===== src/rtl/pdm_decimator.sv =====
// pdm_decimator: 3rd-order CIC decimator (differential delay 1) that turns the
// 2-bit delta-sigma PDM stream into 16-bit signed PCM, one sample per DECIM
// clocks with a single-cycle strobe. The first three comb results are
// discarded as filter transient.
module pdm_decimator #(
  parameter int DECIM = 8            // 4, 8 or 16
) (
  input  logic        clk,
  input  logic        rst_n,
  input  logic [1:0]  pdm,
  output logic [15:0] pcm,
  output logic        pcm_valid
);

  localparam int LOG2 = $clog2(DECIM);
  localparam int W    = 3 + 3 * LOG2;   // CIC register growth: 3 + N*log2(R)
  localparam int PH_W = LOG2;
  localparam int SH   = 16 - W;         // left-justify into the 16-bit word

  // Input code to odd-level signed value: 00:-3 01:-1 10:+1 11:+3
  logic [2:0]   x;
  logic [W-1:0] x_ext;

  logic [W-1:0] i1_q, i2_q, i3_q;
  logic [W-1:0] i1_d, i2_d, i3_d;
  logic [W-1:0] d1_q, d2_q, d3_q;
  logic [W-1:0] c1, c2, c3;
  logic [PH_W-1:0] ph_q, ph_d;
  logic [1:0]   warm_q;
  logic         comb_evt;
  logic         emit;
  logic [15:0]  pcm_q, pcm_d;
  logic         pcm_valid_q;

  assign x     = {~pdm[1], pdm[0], 1'b1};
  assign x_ext = {{(W-3){x[2]}}, x};

  // Integrator chain is pipelined: each stage adds the previous-cycle value of
  // the stage before it. Wrap-around is intentional (modular CIC arithmetic).
  always_comb begin
    i1_d = i1_q + x_ext;
    i2_d = i2_q + i1_q;
    i3_d = i3_q + i2_q;
  end

  // Phase counter and comb stages, all from pre-edge register values
  always_comb begin
    comb_evt = (ph_q == PH_W'(DECIM - 1));
    ph_d     = comb_evt ? '0 : ph_q + 1'b1;
    c1       = i3_q - d1_q;
    c2       = c1 - d2_q;
    c3       = c2 - d3_q;
    emit     = comb_evt && (warm_q == 2'd3);
    pcm_d    = {c3, {SH{1'b0}}};
  end

  // Integrators advance on every clock
  always_ff @(posedge clk or negedge rst_n) begin
    if (!rst_n) begin
      i1_q <= '0;
      i2_q <= '0;
      i3_q <= '0;
    end else begin
      i1_q <= i1_d;
      i2_q <= i2_d;
      i3_q <= i3_d;
    end
  end

  // Decimation phase and warm-up counter (saturates at 3 comb events)
  always_ff @(posedge clk or negedge rst_n) begin
    if (!rst_n) begin
      ph_q   <= '0;
      warm_q <= 2'd0;
    end else begin
      ph_q <= ph_d;
      if (comb_evt && warm_q != 2'd3) warm_q <= warm_q + 2'd1;
    end
  end

  // Comb delay registers load only on the decimated phase
  always_ff @(posedge clk or negedge rst_n) begin
    if (!rst_n) begin
      d1_q <= '0;
      d2_q <= '0;
      d3_q <= '0;
    end else if (comb_evt) begin
      d1_q <= i3_q;
      d2_q <= c1;
      d3_q <= c2;
    end
  end

  // Registered PCM output: holds between strobes, strobe lasts one cycle
  always_ff @(posedge clk or negedge rst_n) begin
    if (!rst_n) begin
      pcm_q       <= 16'h0000;
      pcm_valid_q <= 1'b0;
    end else begin
      pcm_valid_q <= emit;
      if (emit) pcm_q <= pcm_d;
    end
  end

  assign pcm       = pcm_q;
  assign pcm_valid = pcm_valid_q;

endmodule


===== config.mk =====
export PLATFORM = sky130hd
export DESIGN_NAME = pdm_decimator
export DESIGN_NICKNAME = d
export VERILOG_FILES = /design/src/rtl/pdm_decimator.sv
export SDC_FILE = /design/constraint.sdc
export NUM_CORES = 1
export LEC_CHECK = 0
export ABC_AREA = 1
export CAP_MARGIN = 20
export CELL_PAD_IN_SITES_DETAIL_PLACEMENT = 0
export CELL_PAD_IN_SITES_GLOBAL_PLACEMENT = 1
export CORE_MARGIN = 2
export CORE_UTILIZATION = 47
export CTS_CLUSTER_DIAMETER = 120
export DETAILED_ROUTE_END_ITERATION = 10
export PLACE_DENSITY_LB_ADDON = 0.1
export SLEW_MARGIN = 20
export SYNTH_ARGS = -nofsm -noshare
export SYNTH_HDL_FRONTEND = slang
export SYNTH_SLANG_ARGS = --single-unit

===== constraint.sdc =====
create_clock -name clk -period 4.8 [get_ports clk]
set_clock_uncertainty 0.2 [all_clocks]
set_input_delay 0.96 -clock clk [delete_from_list [all_inputs] [get_ports clk]]
set_output_delay 0.96 -clock clk [all_outputs]
set_load 0.01 [all_outputs]

# Word-level counts from Yosys, hierarchy flattened
# Index checks and enable logic that the tools add are counted.
dict set report totals {
  regBits 90
}
dict set report classes {
  addsub 8
  eq_ne 3
  mux 1
  n_bitwise 1
  reduce_logical 2
}
# op n
set op_table {}
lappend op_table {{$add 12x12->12} 3}
lappend op_table {{$sub 12x12->12} 3}
lappend op_table {{$add 3x1->3 const B} 1}
lappend op_table {{$eq 3x3->1 const B} 1}
lappend op_table {{$mux 3} 1}
lappend op_table {{$add 2x1->2 const B} 1}
lappend op_table {{$eq 2x2->1 const B} 1}
lappend op_table {{$logic_and 1x1->1} 2}
lappend op_table {{$ne 2x2->1 const B} 1}
lappend op_table {{$not 1->1} 1}

# Longest topological paths before layout
# Gate-level depths: netlist of run 1.
dict set report logic_depth {
  ltp_word 3
  depth_mapped 24
}

# Worst setup path before layout of run 1
# OpenSTA, ideal clock, no wires.
dict set report synth_timing {
  path_kind {flip-flop to flip-flop}
  startpoint {register i3_q[0]}
  endpoint {register pcm_q[15] (netlist: pcm[15])}
  setup_time_ps 118
  t_arrival_ps 3449
  required_time_ps 4482
  setup_slack_ps 1033
  stages_incl_launch_ff 23
  n_path_buf 0
  path_cell_list {dfrtp_1 > inv_1 > ha_1 > fa_1 > nor3_2 > nor2_1 > o21ai_2 > xor2_1 > inv_1 > ha_1 > nand2_1 > nor2_1 > nand3_1 > o2111ai_1 > xor2_1 > ha_1 > nand2_1 > a21oi_1 > a211oi_1 > o211ai_1 > nand3b_1 > nand3_1 > nand2_1}
}
dict set report synth_via {
  elab_chain_cells 3
}
# item line
set synth_lines {}
lappend synth_lines {{start, declared} 24} ;# logic [W-1:0] i1_q, i2_q, i3_q;
lappend synth_lines {{start signal, assigned} 66} ;# i3_q <= i3_d;
lappend synth_lines {{$sub 12x12->12} 50} ;# c1 = i3_q - d1_q;
lappend synth_lines {{via c1[8]} 27} ;# logic [W-1:0] c1, c2, c3;
lappend synth_lines {{$sub 12x12->12} 51} ;# c2 = c1 - d2_q;
lappend synth_lines {{via c2[10]} 27}
lappend synth_lines {{$sub 12x12->12} 52} ;# c3 = c2 - d3_q;
lappend synth_lines {{end signal, assigned} 101} ;# if (emit) pcm_q <= pcm_d;
lappend synth_lines {{end, declared} 32} ;# logic [15:0] pcm_q, pcm_d;
# The timed path passes the listed nets, and every way through them passes these cells.
# A chain may end at the register's enable or synchronous reset.

# Worst setup path after layout of run 1
# Ends and elaborated chain as after synthesis.

==> tab_implementation.tex, run 1 <==
\begin{tabular}{lr}
\hline
Metric & Value \\
\hline
\multicolumn{2}{l}{\textbf{Outcome}} \\
\quad Outcome & complete, no violations \\
\multicolumn{2}{l}{\textbf{STA}} \\
\quad Slew Viols, Final & 0 \\
\quad Remaining max-slew budget at the tightest pin & 43.6\% \\
\quad Peak Freq & roughly 0.23 GHz \\
\quad Final critical path time including I/O delays and setup & 4.27 ns \\
\quad Setup repair after global routing missed its margin & false \\
\quad Crit share post-route & 89.0\% \\
\quad Final setup violation count & 0 \\
\quad Worst-Margin Slew & $\sim$0.85 ns \\
\quad Total Negative Setup Slacks & 0 ns \\
\quad Final hold viol count & 0 \\
\multicolumn{2}{l}{\textbf{Floorplan}} \\
\quad Overall die width & 115 um \\
\quad Number of primary I/O pins & 21 \\
\quad Area inside the core boundary & 12000 sq um \\
\quad Overall die height & 115 um \\
\quad Placement row count & 40 \\
\quad Area of the die & 13200 sq um \\
\quad Starting utilization of the core area & 48.0\% \\
\multicolumn{2}{l}{\textbf{Setup path}} \\
\quad CP Capture Point & pcm[15] \\
\quad Critical Path Fanout Max & 5 \\
\quad Worst Setup End Kind & flop \\
\quad Crit path launch & i3\_q[0] \\
\quad Reg2reg end & pcm[15] \\
\quad Reg-to-reg startpoint & i3\_q[0] \\
\quad CP arrival & 4.30 ns \\
\quad Startpoint type of the worst setup path & flop \\
\quad Worst R2R Setup Slack & 0.53 ns \\
\quad Worst r2r path cells & 20 \\
\quad Worst EP required & 4.83 ns \\
\quad Type of the setup path with the least slack & reg2reg \\
\multicolumn{2}{l}{\textbf{Logic synthesis}} \\
\quad Number of synthesized register bits & 90 \\
\quad Per-instance average area after synthesis & 8.55 sq um \\
\quad Number of warnings issued by yosys & 0 \\
\quad Synthesized cell area & 5770 sq um \\
\quad Sequential fraction of the synthesis area & between 30\% and 40\% \\
\quad Gate count of the mapped netlist & 675 \\
\quad Post-synthesis cell type count & 36 \\
\multicolumn{2}{l}{\textbf{Min path}} \\
\quad Worst hold path class & reg2reg \\
\multicolumn{2}{l}{\textbf{GRT}} \\
\quad Maximum number of pins on one net before global-route repair & between 60 and 70 \\
\quad Number of antenna violations at the first check in global routing & 0 \\
\quad Via count of the first global-routing pass & 4377 \\
\quad First-pass GRT wire length & 19600 um \\
\quad Global router's overall resource usage & 18.8\% \\
\quad Overall overflow remaining after global route & 0 \\
\multicolumn{2}{l}{\textbf{Route}} \\
\quad Number of DRC violations after detailed routing & 0 \\
\quad Routed wl met3 & 226 um \\
\quad Via/cell ratio & approximately 5.2 \\
\quad Number of antenna-violating nets in the routed design & 0 \\
\quad Final routed wire length divided by cell count & approximately 13 um \\
\quad Drt first pass iters & 4 \\
\quad Met2 wirelength from detailed routing & 5710 um \\
\quad Drt first-iter violations & 153 \\
\quad Final WL & about 11000 um \\
\quad Topmost layer with routed signal wires & met4 \\
\quad Via Count & 4356 \\
\quad WL met1 & 4880 um \\
\multicolumn{2}{l}{\textbf{Final layout}} \\
\quad Net count reported at finish & 771 \\
\quad Most frequent cells in the layout & 130 x nand2\_1, 97 x inv\_1, 90 x dfrtp\_1 \\
\quad Count of antenna diodes in the layout & 0 \\
\quad Fraction of layout instances using a drive strength above 1 & around 3.2\% \\
\quad Synthesis-to-layout area growth & 9.50\% \\
\quad Most common cell after layout, fill and taps aside & nand2\_1 \\
\multicolumn{2}{l}{\textbf{Job}} \\
\quad Max-capacitance violation count & 0 \\
\multicolumn{2}{l}{\textbf{Place}} \\
\quad PortBufs & 16 \\
\quad Detailed placement HPWL & 8350 um \\
\quad Final estimated routing congestion in global placement & 0.978 \\
\multicolumn{2}{l}{\textbf{Clock tree}} \\
\quad Clock transition at the registers of the reported paths & around 0.06 ns \\
\quad Number of levels in the clock H-tree & 3 \\
\quad \# Post-CTS Setup Buffers & 0 \\
\quad Number of instances resized during post-cts repair & 0 \\
\quad Hold-fix buffers, CTS & 0 \\
\quad CTS Buffer Depth & 2 \\
\quad Root buffer cell & clkbuf\_16 \\
\quad Number of CTS-inserted buffers & 9 \\
\quad Clock latency of the later-clocked register in the worst-skew pair & 0.34 ns \\
\quad Sink Count & 90 \\
\quad Clock tree from TritonCTS & built \\
\hline
\end{tabular}
stage by stage:
stage,utilization [%],worst slack (ns),hold WS [ns],std cells,instance area (sq um)
2_1_floorplan,-,1.03,0.203,678,5780
3_3_place_gp,50.5,0.664,0.214,829,6070
3_5_place_dp,50.5,0.611,0.220,829,6070
4_1_cts,52.6,0.585,0.229,841,6320
5_1_grt,52.6,0.213,0.242,841,6320
6_report,52.6,0.530,0.225,841,6320
state kept, by name (all words and copies together), names as in the netlist:
name       flops
pcm           12
i1_q          12
warm_q         2
i2_q          12
d1_q          12
pcm_valid      1
ph_q           3
i3_q          12
d2_q          12
d3_q          12
how the worst min path moves through the flow:
stage	from	to	slack, ns	cells past startpoint
3_5_place_dp	ph_q[0]	ph_q[0]	0.22	1
5_1_grt	ph_q[0]	ph_q[0]	0.24	1
2_1_floorplan	ph_q[0]	ph_q[0]	0.20	1
4_1_cts	ph_q[0]	ph_q[0]	0.23	1
6_report	ph_q[0]	ph_q[0]	0.23	1
3_3_place_gp	ph_q[0]	ph_q[0]	0.21	1
worst max-delay path, cell delays in order (launching register included):
cell and delay, ns:
dfrtp_1 0.35, inv_1 0.05, ha_1 0.22, fa_1 0.44
nor3_2 0.19, nor2_1 0.10, xnor2_1 0.21, ha_1 0.32
a21oi_1 0.14, o21ai_0 0.14, a21oi_1 0.32, o21ai_1 0.12
xor2_1 0.17, ha_1 0.34, nand2_1 0.09, nor2_1 0.13
nand4_1 0.12, o211ai_1 0.26, nand3_1 0.11, nand3_1 0.08
nand2_1 0.05
cells in the mapped netlist, drive strengths merged:
library cell,number,area share (%)
a21o,3,0.39
o2111ai,1,0.15
o21bai,2,0.33
clkbuf,10,0.65
nand2,130,8.5
and2,1,0.11
dfrtp,90,39
a21boi,1,0.13
or2,2,0.22
a211oi,2,0.26
o21ai,61,5.4
o211ai,1,0.13
nand3b,3,0.39
inv,97,6.3
mux2,1,0.20
a22oi,1,0.13
xor2,34,5.2
a31oi,4,0.43
xnor2,22,3.3
buf,4,0.52
conb,1,0.065
o221ai,3,0.46
nor3,4,0.43
a21oi,56,4.9
nand4,6,0.65
nor2,27,1.8
nand3,33,3.0
fa,6,2.1
o31ai,1,0.13
ha,68,15
area by class of cell:
cell class,count,area (sq um)
inverters,97,364
flip-flops and latches,90,2250
clock buffers,11,243
clock inverters,1,5.00
fillers,1157,5700
well taps,147,184
multi-input cells,477,3100
repair buffers,18,173
per-layer routing:
metal  global-route usage (%)  up-vias
li1                         -     2245
met1                     21.4     2038
met2                     35.1       53
met3                     2.42       20
met4                     8.19        0
met5                        0        -
logic make-up (layout without fill, tap and decap cells):
family / after synthesis / in the layout / share of synthesized area, %
buffers and inverters: 111 / 127 / 7.48
flip-flops: 90 / 90 / 39.0
AO/OA/AOI/OAI: 136 / 136 / 12.8
XOR/XNOR: 56 / 56 / 8.50
multiplexers: 1 / 1 / 0.195
other: 1 / 4 / 0.0650
adder cells (fa/ha/maj): 74 / 74 / 16.8
AND/OR/NAND/NOR: 206 / 206 / 15.1
Power of run 1 is left out: the tool's default activity adds up to more than one toggle a clock period on the data nets, which glitch-free logic cannot reach.
==> inputs of run 2 (changes only) <==
--- a/config.mk
+++ b/config.mk
@@ -5,12 +5,10 @@
 export SDC_FILE = /design/constraint.sdc
 export NUM_CORES = 1
 export LEC_CHECK = 0
-export ABC_AREA = 1
 export CAP_MARGIN = 20
 export CELL_PAD_IN_SITES_DETAIL_PLACEMENT = 0
 export CELL_PAD_IN_SITES_GLOBAL_PLACEMENT = 1
-export CORE_MARGIN = 2
-export CORE_UTILIZATION = 47
+export CORE_UTILIZATION = 48
 export CTS_CLUSTER_DIAMETER = 120
 export DETAILED_ROUTE_END_ITERATION = 10
 export PLACE_DENSITY_LB_ADDON = 0.1
==> run 2 against run 1 <==
Effect of this change:
- synthesized cell count fell by 5.6%
- highest routed layer unchanged
- first-iteration DRC count shrank 10%
- critical path type unchanged
- via count fell by 2.7%
==> tab_implementation.tex, run 2 <==
\begin{tabular}{lr}
\hline
Metric & Value \\
\hline
\multicolumn{2}{l}{\textbf{Logic synthesis}} \\
\quad Synth area leader & dfrtp\_1 \\
\quad Sequential fraction of the synthesis area & 38.0\% (-1.1 points) \\
\quad Post-synthesis cell type count & 58 (+61\%) \\
\quad EDFF count, synth & 0 (unchanged) \\
\quad Primary FF master, synth & dfrtp\_1 \\
\quad Number of synthesized register bits & 90 (unchanged) \\
\quad Number of warnings issued by yosys & 0 (unchanged) \\
\quad Top area cells in the synthesized netlist & dfrtp\_1 38\%, ha\_1 14\%, xnor2\_1 5.2\%, inv\_1 4.6\%, o21ai\_0 4.6\% \\
\quad Synthesized cell area & 5930 sq um (+2.8\%) \\
\quad Per-instance average area after synthesis & 9.31 sq um (+8.9\%) \\
\quad Proportion of synthesized flip-flops having asynchronous set or reset & 100\% (unchanged) \\
\quad Fraction of post-synthesis cell area in the top cell type by area & 38.0\% (-1.1 points) \\
\quad Leading cell type by number of instances after synthesis & dfrtp\_1 \\
\quad Synth cell count leaders & 90 x dfrtp\_1, 72 x inv\_1, 68 x ha\_1, 59 x nand2\_1, 54 x o21ai\_0 \\
\quad Gate count of the mapped netlist & 637 (-5.6\%) \\
\multicolumn{2}{l}{\textbf{STA}} \\
\quad Slew Viols, Final & 0 (unchanged) \\
\quad Remaining max-slew budget at the tightest pin & 44.0\% (+0.36 points) \\
\quad Peak Freq & 0.224 GHz (-4.4\%) \\
\quad Final critical path time including I/O delays and setup & 4.47 ns (+0.197 ns) \\
\quad Setup ws final & 0.332 ns (-0.197 ns) \\
\quad Crit share post-route & 93.1\% (+4.1 points) \\
\quad Final setup violation count & 0 (unchanged) \\
\quad Final hold viol count & 0 (unchanged) \\
\quad Worst-Margin Slew & 0.840 ns (-0.00535 ns) \\
\multicolumn{2}{l}{\textbf{Setup path}} \\
\quad Longest individual stage delay on the worst path & 0.38 ns (-0.06 ns) \\
\quad Worst EP required & 4.87 ns (+0.04 ns) \\
\quad Critical Path Fanout Max & 4 (-1) \\
\quad Cell with the largest stage delay on the worst path & dfrtp\_1 \\
\quad CP arrival & 4.54 ns (+0.24 ns) \\
\quad Startpoint type of the worst setup path & flop \\
\quad Type of the setup path with the least slack & reg2reg \\
\quad Worst R2R Setup Slack & 0.33 ns (-0.20 ns) \\
\quad Cell-by-cell listing of the critical path & inv\_1 -> ha\_2 -> fa\_2 -> nor2b\_1 -> o21ai\_1 -> a21boi\_1 -> o21a\_1 -> nor2\_1 -> xnor2\_1 -> ha\_1 -> a21boi\_2 -> or2\_1 -> a21oi\_2 -> xnor2\_1 -> ha\_1 -> and3\_1 -> a32oi\_2 -> a21oi\_1 -> xor2\_1 -> xnor3\_1 -> o21ai\_1 \\
\quad Worst Setup End Kind & flop \\
\multicolumn{2}{l}{\textbf{Floorplan}} \\
\quad Number of primary I/O pins & 21 (unchanged) \\
\quad Placement row count & 40 (unchanged) \\
\quad Overall die width & 113 um (-1.4\%) \\
\quad Area of the die & 12800 sq um (-2.9\%) \\
\quad Starting utilization of the core area & 49.4\% (+1.3 points) \\
\quad Area inside the core boundary & 12000 sq um (unchanged) \\
\quad Overall die height & 113 um (-1.4\%) \\
\multicolumn{2}{l}{\textbf{Place}} \\
\quad Final estimated routing congestion in global placement & 0.785 (-20\%) \\
\quad Detailed placement HPWL & 7810 um (-6.4\%) \\
\quad Number of cells after detailed placement & 789 (-4.8\%) \\
\quad Place WS & 0.101 ns (-0.510 ns) \\
\quad PortBufs & 16 (unchanged) \\
\multicolumn{2}{l}{\textbf{Final layout}} \\
\quad Count of antenna diodes in the layout & 0 (unchanged) \\
\quad Count of placed standard cells in the final layout, fillers left out & 809 (-3.8\%) \\
\quad Fraction of layout instances using a drive strength above 1 & 7.70\% (+4.5 points) \\
\quad Most common cell after layout, fill and taps aside & dfrtp\_1 \\
\quad Synthesis-to-layout area growth & 11.1\% \\
\quad Most frequent cells in the layout & 90 x dfrtp\_1, 72 x inv\_1, 65 x ha\_1 \\
\quad Final Core Density & 54.8\% (+2.2 points) \\
\quad Net count reported at finish & 735 (-4.7\%) \\
\multicolumn{2}{l}{\textbf{GRT}} \\
\quad Global router's overall resource usage & 17.9\% (-0.90 points) \\
\quad Number of antenna violations at the first check in global routing & 0 (unchanged) \\
\quad Maximum number of pins on one net before global-route repair & 65 (-1.5\%) \\
\quad First-pass GRT wire length & 18100 um (-7.4\%) \\
\quad Via count of the first global-routing pass & 4152 (-5.1\%) \\
\quad Overall overflow remaining after global route & 0 (unchanged) \\
\multicolumn{2}{l}{\textbf{Outcome}} \\
\quad Outcome & complete, no violations \\
\multicolumn{2}{l}{\textbf{Route}} \\
\quad Via Count & 4240 (-2.7\%) \\
\quad Number of DRC violations after detailed routing & 0 (unchanged) \\
\quad Final WL & 10400 um (-6.5\%) \\
\quad Final routed wire length divided by cell count & 12.8 um (-2.8\%) \\
\quad Drt first pass iters & 4 (unchanged) \\
\quad Via/cell ratio & 5.24 (+1.2\%) \\
\quad Number of antenna-violating nets in the routed design & 0 (unchanged) \\
\quad Drt first-iter violations & 137 (-10\%) \\
\multicolumn{2}{l}{\textbf{Clock tree}} \\
\quad CTS Buffer Depth & 2 (unchanged) \\
\quad Hold-fix buffers, CTS & 0 (unchanged) \\
\quad Root buffer cell & clkbuf\_16 \\
\quad Clock latency of the later-clocked register in the worst-skew pair & 0.35 ns (about the same) \\
\quad Number of levels in the clock H-tree & 3 (unchanged) \\
\quad Clock tree from TritonCTS & built \\
\quad Clock transition at the registers of the reported paths & 0.06 ns (about the same) \\
\quad Sink Count & 90 (unchanged) \\
\quad Number of CTS-inserted buffers & 9 (unchanged) \\
\multicolumn{2}{l}{\textbf{Job}} \\
\quad Max-capacitance violation count & 0 (unchanged) \\
\multicolumn{2}{l}{\textbf{Min path}} \\
\quad Worst hold path class & reg2reg \\
\hline
\end{tabular}
[run 2: cell families after synthesis]
logic type / count (synthesis) / synth area share, %
other cells: 1 / 0.0633
compound gates: 157 / 17.0
simple gates: 169 / 13.3
flops: 90 / 38.0
fa+ha+maj: 74 / 16.4
buf+inv: 88 / 5.83
xor+xnor: 47 / 7.43
mux: 11 / 2.05
[run 2: what timing repair did]
item / 4_1_cts / 5_1_grt
setup buffers: 0 / 4
gates resized for setup: 0 / 14
endpoints found under the setup margin: 0 / 3
[run 2: critical path: cells and delay by family, from the launching register on]
kind,cells,cell delay (ns)
buffers and inverters,1,0.06
AO/OA/AOI/OAI,8,1.25
adder cells (fa/ha/maj),4,1.17
AND/OR/NAND/NOR,4,0.58
XOR/XNOR,4,0.76
flip-flops,1,0.38
[run 2: area by class of cell]
| cell class | instances | area, sq um |
|---|---|---|
| clock inverter | 5 | 53.8 |
| timing repair buffer | 22 | 203 |
| sequential | 90 | 2250 |
| fill | 1132 | 5430 |
| multi-input combinational | 462 | 3380 |
| tap | 147 | 184 |
| inverter | 72 | 270 |
| clock buffer | 11 | 243 |
[run 2: worst paths after layout]
kind | start | depth (start not counted) | to
setup / recovery | i3_q[0] | 21 | pcm[15]
setup reg to reg | i3_q[0] | 21 | pcm[15]
min in group asynchronous | rst_n | 1 | pcm[4]
hold / removal | ph_q[0] | 1 | ph_q[0]
hold reg to reg | ph_q[0] | 1 | ph_q[0]
max in group asynchronous | rst_n | 2 | d1_q[9]
[run 2: metrics by stage]
| stage | TNS (ns) | instance area (sq um) | hold slack, ns |
|---|---|---|---|
| 3_3_place_gp | 0 | 6220 | 0.212 |
| 5_1_grt | -0.00777 | 6590 | 0.253 |
| 4_1_cts | 0 | 6520 | 0.227 |
| 6_report | 0 | 6590 | 0.224 |
| 3_5_place_dp | 0 | 6220 | 0.218 |
| 2_1_floorplan | 0 | 5940 | 0.203 |
[run 2: routing by layer]
layer / wire length, um / vias to the layer above / GRT usage (%)
met1: 4710 / 1968 / 20.6
met3: 214 / 13 / 2.89
met5: 0 / - / 0
li1: - / 2206 / -
met2: 5150 / 53 / 31.7
met4: 282 / 0 / 9.74
Power of run 2 is left out for the same reason.
